### src/rtl/uart_pkg.sv
// Shared definitions for the buffered UART transmitter: parity encodings,
// FSM state type/constants and the baud divider helper.
package uart_pkg;

  // parity_mode encodings; 2'b11 is treated the same as PAR_NONE
  localparam logic [1:0] PAR_NONE = 2'b00;
  localparam logic [1:0] PAR_EVEN = 2'b01;
  localparam logic [1:0] PAR_ODD  = 2'b10;

  localparam int unsigned STATE_W    = 3;
  localparam int unsigned BAUD_CNT_W = 16;

  typedef logic [STATE_W-1:0] state_t;

  localparam state_t ST_IDLE   = 3'd0;
  localparam state_t ST_START  = 3'd1;
  localparam state_t ST_DATA   = 3'd2;
  localparam state_t ST_PARITY = 3'd3;
  localparam state_t ST_STOP   = 3'd4;

  // Clocks per serial bit, truncated; clk_fre is in MHz
  function automatic int unsigned calc_cycle(input int unsigned clk_fre,
                                             input int unsigned baud_rate);
    logic [63:0] hz;
    hz = 64'(clk_fre) * 64'd1000000;
    return 32'(hz / 64'(baud_rate));
  endfunction

endpackage

### src/rtl/uart_sync_fifo.sv
// Single-clock FIFO with first-word-fall-through read port.
// Push while full and pop while empty are ignored. Occupancy flags are
// registered from the next-count value so they never lag a transfer.
module uart_sync_fifo #(
  parameter int unsigned WIDTH = 8,
  parameter int unsigned DEPTH = 16
) (
  input  logic                           clk,
  input  logic                           rst,
  input  logic                           push,
  input  logic                           pop,
  input  logic [WIDTH-1:0]               din,
  output logic [WIDTH-1:0]               dout,
  output logic                           full,
  output logic                           empty,
  output logic [$clog2(DEPTH+1)-1:0]     count
);

  localparam int unsigned ADDR_W = $clog2(DEPTH);
  localparam int unsigned CNT_W  = $clog2(DEPTH + 1);

  logic [WIDTH-1:0]  r_mem [DEPTH];
  logic [ADDR_W-1:0] r_wr_ptr;
  logic [ADDR_W-1:0] r_rd_ptr;
  logic [CNT_W-1:0]  r_count;
  logic [CNT_W-1:0]  w_count_nxt;
  logic              r_full;
  logic              r_empty;
  logic              w_push_ok;
  logic              w_pop_ok;

  assign w_push_ok = push && !r_full;
  assign w_pop_ok  = pop && !r_empty;

  // Next occupancy; simultaneous push and pop leave it unchanged
  always_comb begin
    w_count_nxt = r_count;
    if (w_push_ok && !w_pop_ok) begin
      w_count_nxt = r_count + CNT_W'(1);
    end else if (!w_push_ok && w_pop_ok) begin
      w_count_nxt = r_count - CNT_W'(1);
    end
  end

  // Pointers (wrap naturally, DEPTH is a power of two) and occupancy flags
  always_ff @(posedge clk or posedge rst) begin
    if (rst) begin
      r_wr_ptr <= '0;
      r_rd_ptr <= '0;
      r_count  <= '0;
      r_full   <= 1'b0;
      r_empty  <= 1'b1;
    end else begin
      if (w_push_ok) r_wr_ptr <= r_wr_ptr + ADDR_W'(1);
      if (w_pop_ok)  r_rd_ptr <= r_rd_ptr + ADDR_W'(1);
      r_count <= w_count_nxt;
      r_full  <= (w_count_nxt == CNT_W'(DEPTH));
      r_empty <= (w_count_nxt == '0);
    end
  end

  // Storage array; contents need no reset
  always_ff @(posedge clk) begin
    if (w_push_ok) r_mem[r_wr_ptr] <= din;
  end

  assign dout  = r_mem[r_rd_ptr];
  assign full  = r_full;
  assign empty = r_empty;
  assign count = r_count;

endmodule

### src/rtl/uart_tx_fifo.sv
// Buffered UART transmitter: configurable data width, per-frame parity and
// stop-bit count, busy flag and an input buffer.
// Build option UART_TX_FIFO_EN: defined -> FIFO_DEPTH-entry FIFO buffer;
// undefined -> single holding register (FIFO_DEPTH ignored).
module uart_tx_fifo
  import uart_pkg::*;
#(
  parameter int unsigned CLK_FRE    = 25,
  parameter int unsigned BAUD_RATE  = 115200,
  parameter int unsigned DATA_BITS  = 8,
  parameter int unsigned FIFO_DEPTH = 16
) (
  input  logic                               clk,
  input  logic                               rst,
  input  logic [DATA_BITS-1:0]               tx_data,
  input  logic                               tx_data_valid,
  output logic                               tx_data_ready,
  input  logic [1:0]                         parity_mode,
  input  logic                               two_stop,
  output logic                               tx_pin,
  output logic                               busy,
  output logic [$clog2(FIFO_DEPTH+1)-1:0]    fifo_count
);

  localparam int unsigned CYCLE = calc_cycle(CLK_FRE, BAUD_RATE);
  localparam int unsigned CNT_W = $clog2(FIFO_DEPTH + 1);
  localparam int unsigned BIT_W = $clog2(DATA_BITS + 1);
  localparam logic [BAUD_CNT_W-1:0] BAUD_LAST = BAUD_CNT_W'(CYCLE - 1);
  localparam logic [BIT_W-1:0]      DATA_LAST = BIT_W'(DATA_BITS - 1);

  // Buffer interface, common to both build options
  logic [DATA_BITS-1:0] w_buf_dout;
  logic                 w_buf_empty;
  logic [CNT_W-1:0]     w_occ;
  logic [CNT_W-1:0]     w_occ_nxt;
  logic                 w_push;
  logic                 w_pop;

  // Transmit datapath and control
  state_t                r_state;
  state_t                w_state_nxt;
  logic [BAUD_CNT_W-1:0] r_baud_cnt;
  logic [BIT_W-1:0]      r_bit_cnt;
  logic [DATA_BITS-1:0]  r_shift;
  logic                  r_par_en;
  logic                  r_par_bit;
  logic                  r_two_stop;
  logic                  r_tx_pin;
  logic                  r_ready;
  logic                  r_busy;
  logic                  r_avail;
  logic                  w_baud_end;
  logic                  w_stop_last;
  logic                  w_frame_end;

`ifdef UART_TX_FIFO_EN
  localparam int unsigned OCC_MAX = FIFO_DEPTH;

  logic w_fifo_full;

  assign w_push = tx_data_valid && r_ready && !w_fifo_full;

  uart_sync_fifo #(
    .WIDTH (DATA_BITS),
    .DEPTH (FIFO_DEPTH)
  ) u_fifo (
    .clk   (clk),
    .rst   (rst),
    .push  (w_push),
    .pop   (w_pop),
    .din   (tx_data),
    .dout  (w_buf_dout),
    .full  (w_fifo_full),
    .empty (w_buf_empty),
    .count (w_occ)
  );
`else
  localparam int unsigned OCC_MAX = 1;

  logic [DATA_BITS-1:0] r_hold;
  logic                 r_hold_full;

  assign w_push = tx_data_valid && r_ready;

  // Single holding register; reloads while the shift latch is still sending
  always_ff @(posedge clk or posedge rst) begin
    if (rst) begin
      r_hold      <= '0;
      r_hold_full <= 1'b0;
    end else if (w_push) begin
      r_hold      <= tx_data;
      r_hold_full <= 1'b1;
    end else if (w_pop) begin
      r_hold_full <= 1'b0;
    end
  end

  assign w_buf_dout  = r_hold;
  assign w_buf_empty = !r_hold_full;
  assign w_occ       = CNT_W'(r_hold_full);
`endif

  // Occupancy after this edge; drives the registered ready flag
  always_comb begin
    w_occ_nxt = w_occ;
    if (w_push && !w_pop) begin
      w_occ_nxt = w_occ + CNT_W'(1);
    end else if (!w_push && w_pop) begin
      w_occ_nxt = w_occ - CNT_W'(1);
    end
  end

  assign w_baud_end  = (r_baud_cnt == BAUD_LAST);
  assign w_stop_last = (r_bit_cnt == BIT_W'(r_two_stop));
  assign w_frame_end = (r_state == ST_STOP) && w_baud_end && w_stop_last;

  // A word is started only once its arrival has been seen through r_avail,
  // which gives the two-edge handshake-to-start-bit latency.
  assign w_pop = r_avail && !w_buf_empty &&
                 ((r_state == ST_IDLE) || w_frame_end);

  // Next-state logic
  always_comb begin
    w_state_nxt = r_state;
    case (r_state)
      ST_IDLE: begin
        if (w_pop) w_state_nxt = ST_START;
      end
      ST_START: begin
        if (w_baud_end) w_state_nxt = ST_DATA;
      end
      ST_DATA: begin
        if (w_baud_end && (r_bit_cnt == DATA_LAST)) begin
          w_state_nxt = r_par_en ? ST_PARITY : ST_STOP;
        end
      end
      ST_PARITY: begin
        if (w_baud_end) w_state_nxt = ST_STOP;
      end
      ST_STOP: begin
        if (w_frame_end) w_state_nxt = w_pop ? ST_START : ST_IDLE;
      end
      default: w_state_nxt = ST_IDLE;
    endcase
  end

  // State register
  always_ff @(posedge clk or posedge rst) begin
    if (rst) r_state <= ST_IDLE;
    else     r_state <= w_state_nxt;
  end

  // Baud counter: held at zero in IDLE, reloads on every bit boundary
  always_ff @(posedge clk or posedge rst) begin
    if (rst) begin
      r_baud_cnt <= '0;
    end else if ((r_state == ST_IDLE) || w_baud_end) begin
      r_baud_cnt <= '0;
    end else begin
      r_baud_cnt <= r_baud_cnt + BAUD_CNT_W'(1);
    end
  end

  // Frame datapath: word/option latch on pop, then bit-by-bit serialisation
  always_ff @(posedge clk or posedge rst) begin
    if (rst) begin
      r_shift    <= '0;
      r_bit_cnt  <= '0;
      r_par_en   <= 1'b0;
      r_par_bit  <= 1'b0;
      r_two_stop <= 1'b0;
      r_tx_pin   <= 1'b1;
    end else if (w_pop) begin
      r_shift    <= w_buf_dout;
      r_bit_cnt  <= '0;
      r_par_en   <= (parity_mode == PAR_EVEN) || (parity_mode == PAR_ODD);
      r_par_bit  <= (^w_buf_dout) ^ (parity_mode == PAR_ODD);
      r_two_stop <= two_stop;
      r_tx_pin   <= 1'b0;
    end else if (w_baud_end && (r_state != ST_IDLE)) begin
      case (r_state)
        ST_START: begin
          r_tx_pin  <= r_shift[0];
          r_shift   <= r_shift >> 1;
          r_bit_cnt <= '0;
        end
        ST_DATA: begin
          if (r_bit_cnt == DATA_LAST) begin
            r_bit_cnt <= '0;
            r_tx_pin  <= r_par_en ? r_par_bit : 1'b1;
          end else begin
            r_tx_pin  <= r_shift[0];
            r_shift   <= r_shift >> 1;
            r_bit_cnt <= r_bit_cnt + BIT_W'(1);
          end
        end
        ST_PARITY: begin
          r_tx_pin  <= 1'b1;
          r_bit_cnt <= '0;
        end
        ST_STOP: begin
          r_tx_pin <= 1'b1;
          if (w_stop_last) r_bit_cnt <= '0;
          else             r_bit_cnt <= r_bit_cnt + BIT_W'(1);
        end
        default: r_tx_pin <= 1'b1;
      endcase
    end
  end

  // Handshake, availability and status flags
  always_ff @(posedge clk or posedge rst) begin
    if (rst) begin
      r_ready <= 1'b0;
      r_avail <= 1'b0;
      r_busy  <= 1'b0;
    end else begin
      r_ready <= (w_occ_nxt != CNT_W'(OCC_MAX));
      r_avail <= !w_buf_empty;
      r_busy  <= (r_state != ST_IDLE) || (w_occ != '0);
    end
  end

  assign tx_data_ready = r_ready;
  assign tx_pin        = r_tx_pin;
  assign busy          = r_busy;
  assign fifo_count    = w_occ;

endmodule

### config.mk
export PLATFORM = sky130hd
export DESIGN_NAME = uart_tx_fifo
export DESIGN_NICKNAME = d
export VERILOG_FILES = /design/src/rtl/uart_pkg.sv /design/src/rtl/uart_sync_fifo.sv /design/src/rtl/uart_tx_fifo.sv
export SDC_FILE = /design/constraint.sdc
export NUM_CORES = 1
export LEC_CHECK = 0
export CAP_MARGIN = 25
export CORE_UTILIZATION = 55
export CTS_CLUSTER_SIZE = 14
export DETAILED_ROUTE_END_ITERATION = 10
export DONT_BUFFER_PORTS = 1
export GPL_ROUTABILITY_DRIVEN = 0
export PLACE_DENSITY = 0.81
export SYNTH_ARGS = -nofsm -noshare
export SYNTH_HDL_FRONTEND = slang
export SYNTH_SLANG_ARGS = --single-unit
### constraint.sdc
create_clock -name clk -period 5 [get_ports clk]
set_input_delay 0.25 -clock clk [delete_from_list [all_inputs] [get_ports clk]]
set_output_delay 0.25 -clock clk [all_outputs]
set_load 0.1 [all_outputs]
Word-level counts from Yosys, hierarchy flattened
Index checks and enable logic that the tools add are counted.

operators by class
  reduce and logical (&&, ||, !) cells = 26
  equal/unequal tests = 16
  bitwise gates (word level) = 1
  mux-type cells = 27
  add/subtract/negate cells = 4

operator list
  cell                                                    count
  2-to-1 mux 8 bit                                        3
  2-to-1 mux 3 bit                                        6
  adder 16 x 1 -> 16 bit (second input constant)          1
  equality test 16 x 8 -> 1 bit (second input constant)   1
  2-to-1 mux 16 bit                                       1
  2-to-1 mux 4 bit                                        4
  one-hot mux 8 bit (2 select lines)                      1
  one-hot mux 3 bit (5 select lines)                      1
  one-hot mux 4 bit (3 select lines)                      1
  2-to-1 mux 5 bit                                        2
  inequality test 2 bit (second input constant)           5
  logical AND 1 bit                                       9
  parity 8 bit                                            1
  2-to-1 mux 1 bit                                        7
  equality test 3 x 2 -> 1 bit (second input constant)    2
  nonzero test 3 bit                                      2
  inequality test 5 x 1 -> 1 bit (second input constant)  1
  AND reduction 5 bit                                     1
  adder 4 x 1 -> 4 bit (second input constant)            1
  equality test 4 x 1 -> 1 bit                            1
  equality test 4 x 3 -> 1 bit (second input constant)    1
  logical OR 1 bit                                        4
  nonzero test 2 bit                                      2
  nonzero test 4 bit                                      1
  14 further kinds                                        15

word-level totals
  logic and storage cells = 87
  input bits = 14
  register bits = 47

Logic depth before layout (Yosys ltp)
  depth in word-level cells = 9
  depth in mapped cells = 10

Least setup slack after synthesis
Ideal clock, no wire load.

  kind = register -> register
  start point = register r_baud_cnt[0]
  end point = register r_ready (netlist: tx_data_ready)
  arrival time = 2008 ps
  data required time = 4832 ps
  setup slack = 2824 ps
  library setup time = 168 ps
  stages on the path, launching flop included = 11
  buffers on the path = 1
  path through = dfrtp_1 inv_1 ha_1 and4b_1 and4_1 a31oi_1 buf_2 a21oi_1 ha_1 a311oi_1 a31oi_1

between the ends
  longest elaborated chain between the ends = 9
  elaborated cells on any way between the ends = 11

ends and longest elaborated chain
  what                                                    line                                      text
  from (decl)                                             uart_tx_fifo.sv:42                        logic [BAUD_CNT_W-1:0] r_baud_cnt;
  from (signal assigned)                                  uart_tx_fifo.sv:160                       r_baud_cnt <= r_baud_cnt + BAUD_CNT_W'(1);
  equality test 16 x 8 -> 1 bit (*)                       uart_tx_fifo.sv:113                       assign w_baud_end = (r_baud_cnt == BAUD_LAST);
  logical AND 1 bit (*) (2 in series)                     uart_tx_fifo.sv:115                       assign w_frame_end = (r_state == ST_STOP) && w_baud_end && w_stop_last;
  logical OR 1 bit (*)                                    uart_tx_fifo.sv:120                       ((r_state == ST_IDLE) || w_frame_end);
  logical AND 1 bit (*)                                   uart_tx_fifo.sv:119                       assign w_pop = r_avail && !w_buf_empty &&
  logical AND 1 bit or logical NOT 1 bit (tied branches)  uart_tx_fifo.sv:108, uart_tx_fifo.sv:106
  2-to-1 mux 5 bit or logical AND 1 bit (tied branches)   uart_tx_fifo.sv:108, uart_tx_fifo.sv:106
  2-to-1 mux 5 bit (*)                                    uart_tx_fifo.sv:106                       if (w_push && !w_pop) begin
  inequality test 5 x 1 -> 1 bit (*)                      uart_tx_fifo.sv:218                       r_ready <= (w_occ_nxt != CNT_W'(OCC_MAX));
  to (signal assigned)                                    uart_tx_fifo.sv:218
  to (decl)                                               uart_tx_fifo.sv:49                        logic r_ready;

Mark *: on every way between the ends. The rest lies on a longest branch, timed or not.
A chain may end at the register's enable or synchronous reset.

Worst setup path after layout
  start point = register r_hold_full
  end point = register r_ready (netlist: tx_data_ready)

between the ends
  longest elaborated chain between the ends = 6
  elaborated cells on any way between the ends = 10

ends and longest elaborated chain
  what                                                    line                                      text
  from (decl)                                             uart_tx_fifo.sv:81                        logic r_hold_full;
  from (signal assigned)                                  uart_tx_fifo.sv:89                        r_hold_full <= 1'b0;
  from (signal assigned)                                  uart_tx_fifo.sv:92                        r_hold_full <= 1'b1;
  from (signal assigned)                                  uart_tx_fifo.sv:94                        r_hold_full <= 1'b0;
  logical AND 1 bit (2 in series)                         uart_tx_fifo.sv:119
  logical AND 1 bit or logical NOT 1 bit (tied branches)  uart_tx_fifo.sv:108, uart_tx_fifo.sv:106
  2-to-1 mux 5 bit or logical AND 1 bit (tied branches)   uart_tx_fifo.sv:108, uart_tx_fifo.sv:106
  2-to-1 mux 5 bit (*)                                    uart_tx_fifo.sv:106
  inequality test 5 x 1 -> 1 bit (*)                      uart_tx_fifo.sv:218

Marks and branches as above.

==> results.tsv <==
metric	value	unit
status	finished, final reports clean	
DR vias	1820	
Routed WL	4470	um
core area	4380	sq um
Cell Chain, Critical Path	nor4bb_1 -> a31oi_1 -> a21oi_1 -> ha_1 -> a311oi_1 -> a31oi_1	
pre-CTS WS	2.43	ns
largest net degree at the start of global routing	48	
Worst-path clk slew	0.09	ns
die area	4850	sq um
DIE HEIGHT	69.6	um
Crit path required time	5.15	ns
internal cell power	0.725	mW
postcts setup bufs	0	
Fmax	381	MHz
top routing layer in use	met4	
CTS root buf	clkbuf_8	
net count reported at finish	271	
CP max stage cell	dfrtp_1	
Port-buffer cells	0	
net switching power	0.267	mW
Min Clock Period, post-route	2.63	ns
I/O pin count	22	
clock insertion delay at the later pin of the skew report	0.30	ns
CP most frequent cell	a31oi_1	
Clock Path Buffers	2	
CP top delay family	flip-flops	
VDD IR max	324	uV
crit share post-route	0.525	
Slew Limit Fails	0	
Worst setup SP type	flop	
Initial Util	0.574	
post-route cell area	2690	sq um
Yosys cell types	53	
dpl hpwl	3100	um
clock sinks	47	
DRT iter0 DRCs	114	
Seq cells post-synth	47	
Syn-to-layout area delta	6.86	%
Critical Path Sink Type	flop	
Data arrival, critical path	2.77	ns
share of the synthesized area in the top cell type	0.457	
metal3 WL	197	um
Comb power frac	0.187	
switching part of the total	0.269	
M1 WL	2080	um
first-pass GRT wire length	7870	um
vias in the first global route	1719	
critical path class	reg -> reg	
top fanout value on the critical path	7	
Synth area leader	dfrtp_1	
GRT overflow	0	
final hold vios	0	
final antenna diode count	0	
Critical path buffers and inverters	0	
Slew headroom	0.307	
Die Wd	69.6	um
H-tree depth	2	
CTS tree	yes	
utilization after layout	0.613	
row count	24	
register share of total power	0.483	
mapped cell area	2520	sq um
Post-DP Area	2520	sq um
PwrDens	369	nW/um^2
PnR worst setup slack	2.37	ns
ys flop type	dfrtp_1	
DRC	0	
ANT nets after route	0	
clock share of power	0.329	
slew of the pin with the lowest slew margin	1.04	ns
FILL cells	355	
Synth Instances	251	
Yosys warnings	0	
sequential fraction of the synthesis area	0.468	
Final setup viols	0	
asr flop ratio synth	1.00	
initial antenna violation count	0	
Hold Path Class	in -> reg	
Routed WL per cell	14.7	um
Met2 Wirelength	2130	um
Num CTS Buffers	5	
syn_area_per_cell	10.0	sq um
clock skew	0.00621	ns
vias per cell	5.97	
fraction of layout cells with a size suffix above 1	0.0988	
max incr delay on CP	1.04	ns
Max-Cap Viols	0	
Total GRT Usage	0.204	
leakage	1.24	nW
RSZ-0062 raised after global routing	no	
setup TNS	0	ns
Area contributors post-synth	dfrtp_1 (46%), xnor2_1 (4.9%), mux2_2 (4.0%)	
Pre-Repair DR Iteration Count	4	
number of synthesized flops with an enable pin	0	
layout make-up:
class	instances	area (sq um)	area share
timing repair buffer	3	37.5	0.0140
clock inverter	3	67.6	0.0251
sequential	47	1180	0.438
clock buffer	5	68.8	0.0256
tap	52	65.1	0.0242
multi-input combinational	178	1210	0.450
inverter	17	63.8	0.0237
cells in the mapped netlist (2+ instances only):
cell and count:
a211oi_1 3, a21oi_1 11, a31oi_1 3, and3_1 4
and4b_1 2, buf_2 2, buf_4 6, clkbuf_1 3
dfrtp_1 46, ha_1 5, inv_1 17, mux2_2 9
nand2_1 18, nand2b_1 2, nand3_1 9, nand4_1 4
nor2_1 24, nor3_1 10, nor4_1 2, nor4bb_1 2
o21a_1 2, o21ai_0 7, o22ai_1 8, or3_1 2
xnor2_1 14, xor2_1 9
path summary, 6_finish.rpt:
kind                                     from  slack (ns)       endpoint  cells after the start
worst min-delay path            tx_data_valid        0.05  tx_data_ready                      1
worst max-delay path              r_hold_full        2.37  tx_data_ready                      6
min in group asynchronous                 rst        0.25  r_baud_cnt[7]                      2
max in group asynchronous                 rst        4.29         tx_pin                      3
worst max register to register    r_hold_full        2.37  tx_data_ready                      6
worst min register to register  r_baud_cnt[0]        0.49  r_baud_cnt[0]                      1
layout by cell type, fill, tap and decap left out, types with 4 or more instances in the layout:
cell type  instances
a21oi_1           11
and3_1             4
clkbuf_8           5
conb_1             4
dfrtp_1           46
ha_1               5
inv_1             16
mux2_2             9
nand2_1           18
nand3_1            9
nand4_1            4
nor2_1            24
nor3_1            10
o21ai_0            7
o22ai_1            8
xnor2_1           14
xor2_1             9
power groups by stage:
stage	logic [mW]	clock network (mW)	registers, mW
floorplan	0.174	0	0.471
CTS	0.187	0.333	0.480
global placement	0.178	0	0.486
finish	0.186	0.327	0.480
global route	0.206	0.347	0.488
detailed placement	0.186	0	0.487
worst reg2reg max path, stage by stage, from the launching register on:
cell and delay (ns):
dfrtp_1 1.04, nor4bb_1 0.48, a31oi_1 0.19, a21oi_1 0.18
ha_1 0.26, a311oi_1 0.27, a31oi_1 0.06
metrics by stage:
stage | power, mW | hold WS [ns] | std cells
finish | 0.992 | 0.0473 | 305
global route | 1.04 | 0.0357 | 305
CTS | 1.00 | 0.0419 | 303
detailed placement | 0.674 | 0.369 | 295
global placement | 0.664 | 0.368 | 295
floorplan | 0.645 | 0.363 | 254
cell families (layout without fill, tap and decap cells):
logic type / after synthesis / in the layout / synth area share
fa+ha+maj: 5 / 5 / 0.0249
mux: 10 / 10 / 0.0443
simple gates: 90 / 90 / 0.200
compound gates: 46 / 46 / 0.125
other cells: 1 / 4 / 0.00149
buf+inv: 29 / 28 / 0.0562
xor+xnor: 23 / 23 / 0.0801
flops: 47 / 47 / 0.468
metal layers:
metal | global-route usage | up-vias
li1 | - | 873
met2 | 0.324 | 47
met4 | 0.0822 | 0
met3 | 0.0494 | 6
met5 | 0 | -
met1 | 0.270 | 894
state kept, by name (all words and copies together), names as in the netlist:
signal and flops:
r_shift 8, r_state 3, tx_data_ready 1, tx_pin 1
r_two_stop 1, r_par_bit 1, r_avail 1, r_par_en 1
r_bit_cnt 4, busy 1, r_hold_full 1, r_baud_cnt 16
r_hold 8
what timing repair did:
item,4_1_cts,5_1_grt
endpoints found under the hold margin,0,46
hold buffers,0,1
resized for setup,0,0
(Power assumes the default switching activity.)
